$ cat src/rtl/icache_controller.sv
// Direct-mapped, read-only instruction cache with 4-word blocks; misses stall the PC via BUSYWAIT.
// Define ICACHE_STATS_EN to add saturating HIT_COUNT / MISS_COUNT outputs.
module icache_controller #(
  parameter int NUM_BLOCKS = 8,
  parameter int ADDR_WIDTH = 10
) (
  input  logic                  CLK,
  input  logic                  RESET_N,
  input  logic [31:0]           PC,
  output logic [31:0]           INSTRUCTION,
  output logic                  BUSYWAIT,
  output logic                  MEM_READ,
  output logic [ADDR_WIDTH-5:0] MEM_ADDRESS,
  input  logic [127:0]          MEM_READDATA,
  input  logic                  MEM_BUSYWAIT
`ifdef ICACHE_STATS_EN
  ,
  output logic [15:0]           HIT_COUNT,
  output logic [15:0]           MISS_COUNT
`endif
);

  localparam int INDEX_W = $clog2(NUM_BLOCKS);
  localparam int TAG_W   = ADDR_WIDTH - INDEX_W - 4;

  typedef enum logic [1:0] {IDLE, FETCH, UPDATE} state_t;

  state_t state, next_state;

  logic [NUM_BLOCKS-1:0] valid;
  logic [TAG_W-1:0]      tag_array  [NUM_BLOCKS];
  logic [127:0]          data_array [NUM_BLOCKS];

  logic [1:0]         pc_offset;
  logic [INDEX_W-1:0] pc_index;
  logic [TAG_W-1:0]   pc_tag;
  logic [INDEX_W-1:0] fill_index;
  logic [TAG_W-1:0]   fill_tag;
  logic [127:0]       line_data;
  logic               hit;
  logic               latch_miss;
  logic               unused_pc_bits;

  assign pc_offset      = PC[3:2];
  assign pc_index       = PC[3+INDEX_W:4];
  assign pc_tag         = PC[ADDR_WIDTH-1:4+INDEX_W];
  assign unused_pc_bits = ^{PC[31:ADDR_WIDTH], PC[1:0]};

  // The latched block address doubles as the fill target, so a PC that moves mid-fill cannot corrupt it.
  assign fill_index = MEM_ADDRESS[INDEX_W-1:0];
  assign fill_tag   = MEM_ADDRESS[ADDR_WIDTH-5:INDEX_W];

  assign hit       = valid[pc_index] && (tag_array[pc_index] == pc_tag);
  assign line_data = data_array[pc_index];

  always_comb begin
    INSTRUCTION = '0;
    if (hit) begin
      case (pc_offset)
        2'd0:    INSTRUCTION = line_data[31:0];
        2'd1:    INSTRUCTION = line_data[63:32];
        2'd2:    INSTRUCTION = line_data[95:64];
        default: INSTRUCTION = line_data[127:96];
      endcase
    end
  end

  always_comb begin
    next_state = state;
    BUSYWAIT   = 1'b0;
    MEM_READ   = 1'b0;
    latch_miss = 1'b0;
    case (state)
      IDLE: begin
        if (!hit) begin
          BUSYWAIT   = 1'b1;
          latch_miss = 1'b1;
          next_state = FETCH;
        end
      end
      FETCH: begin
        BUSYWAIT = 1'b1;
        MEM_READ = 1'b1;
        if (!MEM_BUSYWAIT) next_state = UPDATE;
      end
      UPDATE: begin
        BUSYWAIT   = 1'b1;
        next_state = IDLE;
      end
      default: next_state = IDLE;
    endcase
    // The pipeline must not stall while the cache itself is held in reset.
    if (!RESET_N) BUSYWAIT = 1'b0;
  end

  always_ff @(posedge CLK or negedge RESET_N) begin
    if (!RESET_N) begin
      state       <= IDLE;
      MEM_ADDRESS <= '0;
      valid       <= '0;
    end else begin
      state <= next_state;
      if (latch_miss) MEM_ADDRESS <= {pc_tag, pc_index};
      if (state == UPDATE) valid[fill_index] <= 1'b1;
    end
  end

  // Tag and data storage carry no reset; the valid bits alone decide whether a line is usable.
  always_ff @(posedge CLK) begin
    if (state == UPDATE) begin
      tag_array[fill_index]  <= fill_tag;
      data_array[fill_index] <= MEM_READDATA;
    end
  end

`ifdef ICACHE_STATS_EN
  always_ff @(posedge CLK or negedge RESET_N) begin
    if (!RESET_N) begin
      HIT_COUNT  <= '0;
      MISS_COUNT <= '0;
    end else begin
      if ((state == IDLE) && hit && (HIT_COUNT != 16'hFFFF)) HIT_COUNT <= HIT_COUNT + 16'd1;
      if (latch_miss && (MISS_COUNT != 16'hFFFF)) MISS_COUNT <= MISS_COUNT + 16'd1;
    end
  end
`endif

endmodule

$ cat config.mk
export PLATFORM = sky130hd
export DESIGN_NAME = icache_controller
export DESIGN_NICKNAME = d
export VERILOG_FILES = /design/src/rtl/icache_controller.sv
export SDC_FILE = /design/constraint.sdc
export NUM_CORES = 1
export LEC_CHECK = 0
export BUFFER_PORTS_ARGS = -buffer_cell sky130_fd_sc_hd__buf_2
export CORE_ASPECT_RATIO = 1.1
export CORE_UTILIZATION = 60
export DETAILED_ROUTE_END_ITERATION = 8
export PLACE_DENSITY = 0.76
export SLEW_MARGIN = 25
export SYNTH_ARGS = -nofsm -noshare
export SYNTH_HDL_FRONTEND = slang
export SYNTH_SLANG_ARGS = --single-unit
$ cat constraint.sdc
create_clock -name CLK -period 18.8 [get_ports CLK]
set_input_delay 4.7 -clock CLK [delete_from_list [all_inputs] [get_ports CLK]]
set_output_delay 4.7 -clock CLK [all_outputs]
set_load 0.05 [all_outputs]
### After elaboration in Yosys (flattened, before gate mapping)

Memory sizes are Yosys's and may differ from the RTL's.
Cells that the tools add are included.

* input port bits: 163
* memories: 2
* register bits: 16
* memory bits (writable): 1048

* multiplexer cells: 16
* order comparisons: 3
* equality and inequality tests: 7
* reduce and logical (&&, ||, !) cells: 6
* bitwise gates (word level): 1

Memory list
* data_array: depth 8, bits a word 128, rd ports 1, clocked after Yosys merged registers in 0, write ports 1, RTL line 32 `logic [127:0] data_array [NUM_BLOCKS];`
* tag_array: depth 8, bits a word 3, rd ports 1, clocked after Yosys merged registers in 0, write ports 1, RTL line 31 `logic [TAG_W-1:0] tag_array [NUM_BLOCKS];`

Operator list (count)
* $pmux W32 S3: 1
* $mux W32: 1
* $lt A3 B4 Y1 const B: 2
* $mux W1: 8
* $or A8 B8 Y8: 1
* $eq A2 B1 Y1 const B: 2
* $eq A2 B2 Y1 const B: 2
* $logic_not A2 Y1: 2
* $mux W2: 2
* $ne A2 B2 Y1 const B: 2
* $pmux W2 S2: 1
* $bmux W1 S3: 1
* $demux W1 S3: 1
* $eq A3 B3 Y1: 1
* $ge A3 B1 Y1 const B: 1
* $logic_and A1 B1 Y1: 2
* $pmux W1 S2: 1
* $reduce_and A2 Y1: 1
* $reduce_or A2 Y1: 1

### Logic depth before layout (Yosys ltp)

Gate-level depths: netlist (run 1).

* word-level depth: 6
* depth in mapped cells: 9
* depth with buffers taken out: 6

### Worst setup path before layout (run 1)

No wires, ideal clock.

* path kind: in2out
* start: in PC[6]
* end: out INSTRUCTION[11]
* arrival: 6.999 ns
* stages on the path: 8
* path slack: 7.101 ns
* path through: buf_2 a2111oi_0 or4_1 xnor2_1 or3_1 buf_6 buf_6 nor2_1

* longest elaborated chain between the ends: 4

Ends and longest elaborated chain
* from (decl): RTL line 9 `input logic [31:0] PC,`
* $mem_v2 Z8 W3 / $bmux W1 S3 (equally long branches)
* $eq A3 B3 Y1 / $mux W1 (equally long branches): RTL line 53 `assign hit = valid[pc_index] && (tag_array[pc_index] == pc_tag);`
* $logic_and A1 B1 Y1: RTL line 53
* $mux W32 (*): RTL line 58 `if (hit) begin`
* to (decl): RTL line 10 `output logic [31:0] INSTRUCTION,`

Mark *: on every way between the ends. The rest lies on a longest branch, timed or not. The select of a mux whose other input is x is not followed.

### Final worst setup path (run 1)

* start: in PC[5]
* end: out INSTRUCTION[17]

The elaborated chain is that of the path after synthesis.

==> key figures, run 1 <==
Placement
  – Buffers added on ports: approximately 180
  – DP Worst Slack: between 5000 and 6000 ps
  – Gpl congestion: roughly 0.73
  – HPWL after DPL: about 45 mm
  – DP Area: 42800 um2

Clock network
  – CTS tree: built
  – CTS Buf Count: 100
  – CTS H-tree depth: 3
  – Worst skew pair latency: ~660 ps
  – Setup Fix Bufs, Post-CTS: 0
  – Num Clock Sinks: between 1000 and 1500
  – # hold bufs at CTS: 0
  – PostCTS Resize Cnt: 0
  – Clock slew at reported path FFs: roughly 60 ps
  – Root Buffer: clkbuf_16
  – CTS Buffer Depth: 3

Detailed routing
  – Final WL: between 80 and 90 mm
  – Drt first pass iters: 5
  – Iteration-0 DRC Markers: 1722
  – DR WL/cell: between 20 and 30 um
  – Post-DR vias/cell: roughly 6.5
  – Antenna Nets Post-Route: 0
  – DRC errors left: 0
  – Via Count: approximately 19000

Synthesis
  – Synthesized area per cell: about 23 um2
  – Ys flop type: edfxtp_1
  – Netlist cell types: 42
  – FFs w/ async S/R, synth: approximately 1.5%
  – Post-Syn Area: 40900 um2
  – Yosys top cell by area: edfxtp_1
  – Synth Instances: roughly 1700
  – Most frequent cell after synthesis: edfxtp_1
  – Synth Register Bits: 1064
  – Synthesized Nets: between 1500 and 2000
  – Ranking of synthesized cells by area: edfxtp_1 77%, mux4_2 15%, dfrtp_1 0.98%
  – Top cells by count, synth: 1048 x edfxtp_1, 278 x mux4_2, 46 x nor2_1, 44 x buf_2, 34 x mux2_2
  – Synth top area share: slightly below 80%
  – Post-synthesis sequential area ratio: between 70% and 80%
  – Post-synth EDFFs: 1048
  – Yosys warns: 0

Timing
  – Max Fclk: about 0.074 GHz
  – Final period utilization: between 70% and 80%
  – Final worst setup slack: roughly 5300 ps
  – Hold_ws: about 470 ps
  – Setup violations, final: 0
  – Slew Limit Fails: 0
  – Setup TNS: 0 ps
  – Measured slew at the worst slew-check pin: between 1000 and 1500 ps
  – RSZ-0062 raised after global routing: no
  – Final hold viol count: 0
  – Final worst path period need: approximately 14000 ps
  – Clk_skew: roughly 26 ps
  – Slew HR: between 20% and 30%

Setup path
  – CP delay by family, top: buffers and inverters
  – Crit end category: output pin
  – CP required: ~14000 ps
  – Slowest cell on crit path: buf_4
  – FF-to-FF setup slack: between 10000 and 15000 ps
  – CP startpoint: PC[5]
  – CP cell instances: buf_8, buf_4, buf_4, mux4_2, mux4_2, mux2i_1, nor2_1, buf_2
  – Critical path depth: 8
  – Critical path type: input port to output pin
  – Crit path capture: INSTRUCTION[17]
  – Startpoint Class: input port
  – Buf/Inv on CP: 4
  – Crit-path max FO: between 100 and 150
  – Worst r2r src: state[0]
  – Data arrival, critical path: just under 9000 ps
  – Reg-to-reg critical path endpoint: data_array[3][89]
  – Worst reg2reg path depth: 6
  – Max incr delay on CP: 860 ps

Floorplan
  – Area of the core: between 60000 and 70000 um2
  – FP Rows: 100
  – Starting density of the core: approximately three fifths
  – Die area: 69200 um2
  – Die Ht: ~280 um
  – I/O pin total: 203
  – Die width: 251 um

Run
  – MaxCap Viol Count: 0

Power
  – Power Dens Cells: ~120 nW/um2
  – P_leak: between 10 and 15 nW
  – Worst IR Drop VDD: about 110 uV

Finish
  – Finished Cell Area: between 40000 and 50000 um2
  – Layout area overhead: 12.7%
  – Final core occ: between 60% and 70%
  – Fin nets: between 2000 and 2500
  – Filler cell count: roughly 4000
  – Layout cells sized above 1: 34.7%

Min path
  – Hold Startpoint: valid[6]
  – Worst hold path class: register to register

Global route
  – Tot GR Track Use: approximately 26%
  – Vias in the first global route: approximately 20000
  – First-pass GRT wire length: approximately 130 mm
  – Largest net degree at the start of global routing: between 100 and 150
  – Gr ovfl total: 0
  – Initial antenna violation count: 17

Outcome
  – Outcome: finished, final reports clean
cell families after synthesis:
family	count (synthesis)	share of synthesized area [%]
AOI/OAI and AO/OA	104	1.83
DFF	1064	78.0
muxes	347	17.2
buffers and inverters	99	1.20
xor gates and xnor gates	3	0.0643
and+or+nand+nor	122	1.58
adders and majority gates	5	0.153
state kept, by name (all words and copies together), names as in the netlist:
signal       flops
state            2
valid            8
MEM_ADDRESS      6
data_array    1024
tag_array       24
worst reg2reg max path: stages, from the launching register on:
cell and delay [ps]:
dfrtp_1 410, inv_1 120, ha_1 190, nand2_1 220
nor2_4 630, buf_4 900, buf_4 990
area by class of cell:
type	instances	area [um2]	share of cell area (%)
flip-flops and latches	1064	31900	69.2
multi-input cells	581	8570	18.6
clock buffers	115	2600	5.65
repair buffers	207	1230	2.66
well taps	867	1080	2.36
clock inverters	63	676	1.47
inverters	5	18.8	0.0407
diodes	6	15.0	0.0326
power breakdown:
group	switching, mW	internal (mW)	total, mW
Sequential	0.0518	2.80	2.85
Combinational	0.333	0.186	0.518
Clock	0.844	1.17	2.01
Total	1.23	4.15	5.38
how the worst min path moves through the flow:
stage / to / cells after the start
after floorplan: valid[2] / 1
after global placement: valid[7] / 1
after detailed placement: valid[4] / 1
after CTS: valid[7] / 1
after global routing: valid[7] / 1
final: valid[6] / 1
metal layers:
metal	up-vias	part of all wire (%)	track usage, %
li1	7881	-	-
met1	9985	39	34.6
met2	781	51	42.6
met3	144	8.2	5.89
met4	24	2.4	8.20
met5	-	0.17	0
through the flow:
step	std cells	power (mW)
floorplan	1744	3.25
global placement	2723	3.39
detailed placement	2724	3.42
CTS	2902	5.41
global route	2903	5.54
finish	2908	5.38
cells in the final DEF (no fill, tap or decap), types with 9 or more instances in the layout:
master,count
clkbuf_16,102
nor2_1,39
edfxtp_1,1048
clkbuf_1,13
or2_2,9
buf_4,22
clkinv_1,20
o22ai_1,12
mux2_2,34
buf_2,174
mux4_2,278
dfrtp_1,16
a211oi_1,18
nor3_1,9
clkinv_2,17
nor2b_1,27
nand2_1,14
a21oi_1,16
mux2i_1,29
bufinv_16,13
(Power assumes the default switching activity.)
==> run 2, diff against run 1 <==
- clock period: 18.8 -> 13.8 ns (I/O delays scaled with it)
==> key figures, run 2 (synthesis results as in run 1) <==
Floorplan
  – Die Ht: between 200 and 300 um
  – Die area: 69200 um2
  – I/O pin total: between 200 and 250
  – Area of the core: slightly below 70000 um2
  – FP Rows: 100
  – Starting density of the core: roughly three fifths
  – Die width: 251 um

Timing
  – Final hold viol count: 0
  – Final period utilization: around 79%
  – Slew Limit Fails: 0
  – Max Fclk: 0.0920 GHz
  – Measured slew at the worst slew-check pin: 1030 ps
  – Setup violations, final: 0
  – Final worst path period need: 10870 ps
  – Slew HR: a little under a third
  – Clk_skew: around 24 ps
  – Final worst setup slack: slightly below 3000 ps
  – RSZ-0062 raised after global routing: no
  – Setup TNS: 0 ps

Setup path
  – Crit-path max FO: 73
  – FF-to-FF setup slack: between 10000 and 15000 ps
  – Critical path type: input port to output pin
  – Startpoint Class: input port
  – CP required: 10350 ps
  – Worst reg2reg path depth: 7
  – Data arrival, critical path: approximately 7400 ps
  – Crit end category: output pin

Global route
  – Met2 Use GR: between 40 and 50%
  – Initial antenna violation count: 20
  – First-pass GRT wire length: between 100 and 150 mm
  – Vias in the first global route: about 20000
  – Met1 usage: 34.0%
  – Tot GR Track Use: around 25%
  – Busiest grt layer: met2
  – Gr ovfl total: 0
  – Largest net degree at the start of global routing: 150
  – Met3 Use GR: 5.15%

Finish
  – Fin nets: 2128
  – Commonest non-fill, non-tap cell in the layout: edfxtp_1
  – Most frequent cells in the layout: 1048 x edfxtp_1, 278 x mux4_2, 174 x buf_2, 102 x clkbuf_16, 39 x nor2_1
  – Layout cells sized above 1: 34.2%
  – Biggest regs: data_array (1024), tag_array (24), valid (8)
  – Largest reg by FF count: data_array
  – Layout area overhead: 12.9%
  – Max reg flops: between 1000 and 1500

Detailed routing
  – Iteration-0 DRC Markers: 1922
  – Post-DR vias/cell: 6.46
  – Antenna Nets Post-Route: 0
  – Via Count: 18900
  – Final WL: around 85 mm
  – DR WL/cell: a little under 30 um
  – Drt first pass iters: 7
  – DRC errors left: 0

Power
  – Clock Power Share: 37.3%
  – Worst IR Drop VDD: ~130 uV
  – Int Pwr: 5.64 mW
  – P_leak: about 15 nW
  – Power consumption: ~7.3 mW
  – Combinational Power Share: around 9.7%
  – Sw Pwr: 1.68 mW
  – Sequential power share: 53.0%
  – Switching Fraction: 22.9%
  – Power Dens Cells: around 160 nW/um2

Outcome
  – Outcome: finished, final reports clean

Clock network
  – PostCTS Resize Cnt: 0
  – CTS tree: built
  – Clock slew at reported path FFs: around 60 ps
  – Root Buffer: clkbuf_16
  – CTS Buffer Depth: 3
  – Setup Fix Bufs, Post-CTS: 0
  – CTS Buf Count: between 100 and 150
  – # hold bufs at CTS: 0
  – CTS H-tree depth: 3
  – Worst skew pair latency: around 660 ps
  – Num Clock Sinks: 1064

Placement
  – Buffers added on ports: around 180
  – DP Worst Slack: 2760 ps
  – HPWL after DPL: 43.2 mm
  – Gpl congestion: approximately 0.73

Min path
  – Hold path depth: 1
  – Worst hold path class: register to register

Run
  – MaxCap Viol Count: 0
run 2: cell count changes in the layout (fill, tap and decap cells not counted), moves of 2 or more:
cell and change:
buf_4 -3, clkinv_1 +7, buf_12 +2, bufinv_16 -3, clkinvlp_4 -5, clkinv_2 -6
clkbuf_1 +10, clkbuf_8 +5, buf_16 +2
run 2: metrics by stage:
stage	instance area (um2)	cells	hold WS [ps]	util, %
after floorplan	40900	1744	434	-
after global placement	42700	2721	446	63.3
after detailed placement	42700	2721	448	63.3
after CTS	46000	2909	463	68.1
after global routing	46100	2913	468	68.2
final	46100	2919	462	68.3
run 2: final cells by class:
| type | instances | area, um2 |
|---|---|---|
| Tap cell | 867 | 1080 |
| Timing Repair Buffer | 207 | 1290 |
| Clock buffer | 130 | 2710 |
| Multi-Input combinational cell | 581 | 8570 |
| Sequential cell | 1064 | 31900 |
| Antenna cell | 7 | 17.5 |
| Clock inverter | 58 | 564 |
| Fill cell | 4019 | 21400 |
| Inverter | 5 | 18.8 |
run 2: worst paths after layout:
path,to,startpoint
worst min-delay path,valid[3],valid[3]
worst max-delay path,INSTRUCTION[30],PC[4]
worst min register to register,valid[3],valid[3]
min in group asynchronous,valid[2],RESET_N
max in group asynchronous,valid[7],RESET_N
worst max register to register,data_array[0][10],state[0]
run 2: worst max-delay path, cell delays in order:
cell and delay [ps]:
buf_8 410, buf_12 390, buf_16 470, buf_4 720, mux4_2 600, mux4_2 470
mux2i_1 440, nor2_1 90, buf_2 240
run 2: power by group through the flow:
stage / logic (mW) / registers, mW / clock network, mW
final: 0.708 / 3.88 / 2.73
after global routing: 0.749 / 3.89 / 2.89
after CTS: 0.713 / 3.88 / 2.77
after detailed placement: 0.709 / 3.94 / 0
after global placement: 0.694 / 3.93 / 0
after floorplan: 0.432 / 4.00 / 0
run 2: routing by layer:
metal / up-vias / part of all wire [%]
li1: 7880 / -
met4: 18 / 2.4
met3: 158 / 7.2
met5: - / 0.15
met2: 709 / 52
met1: 10100 / 39
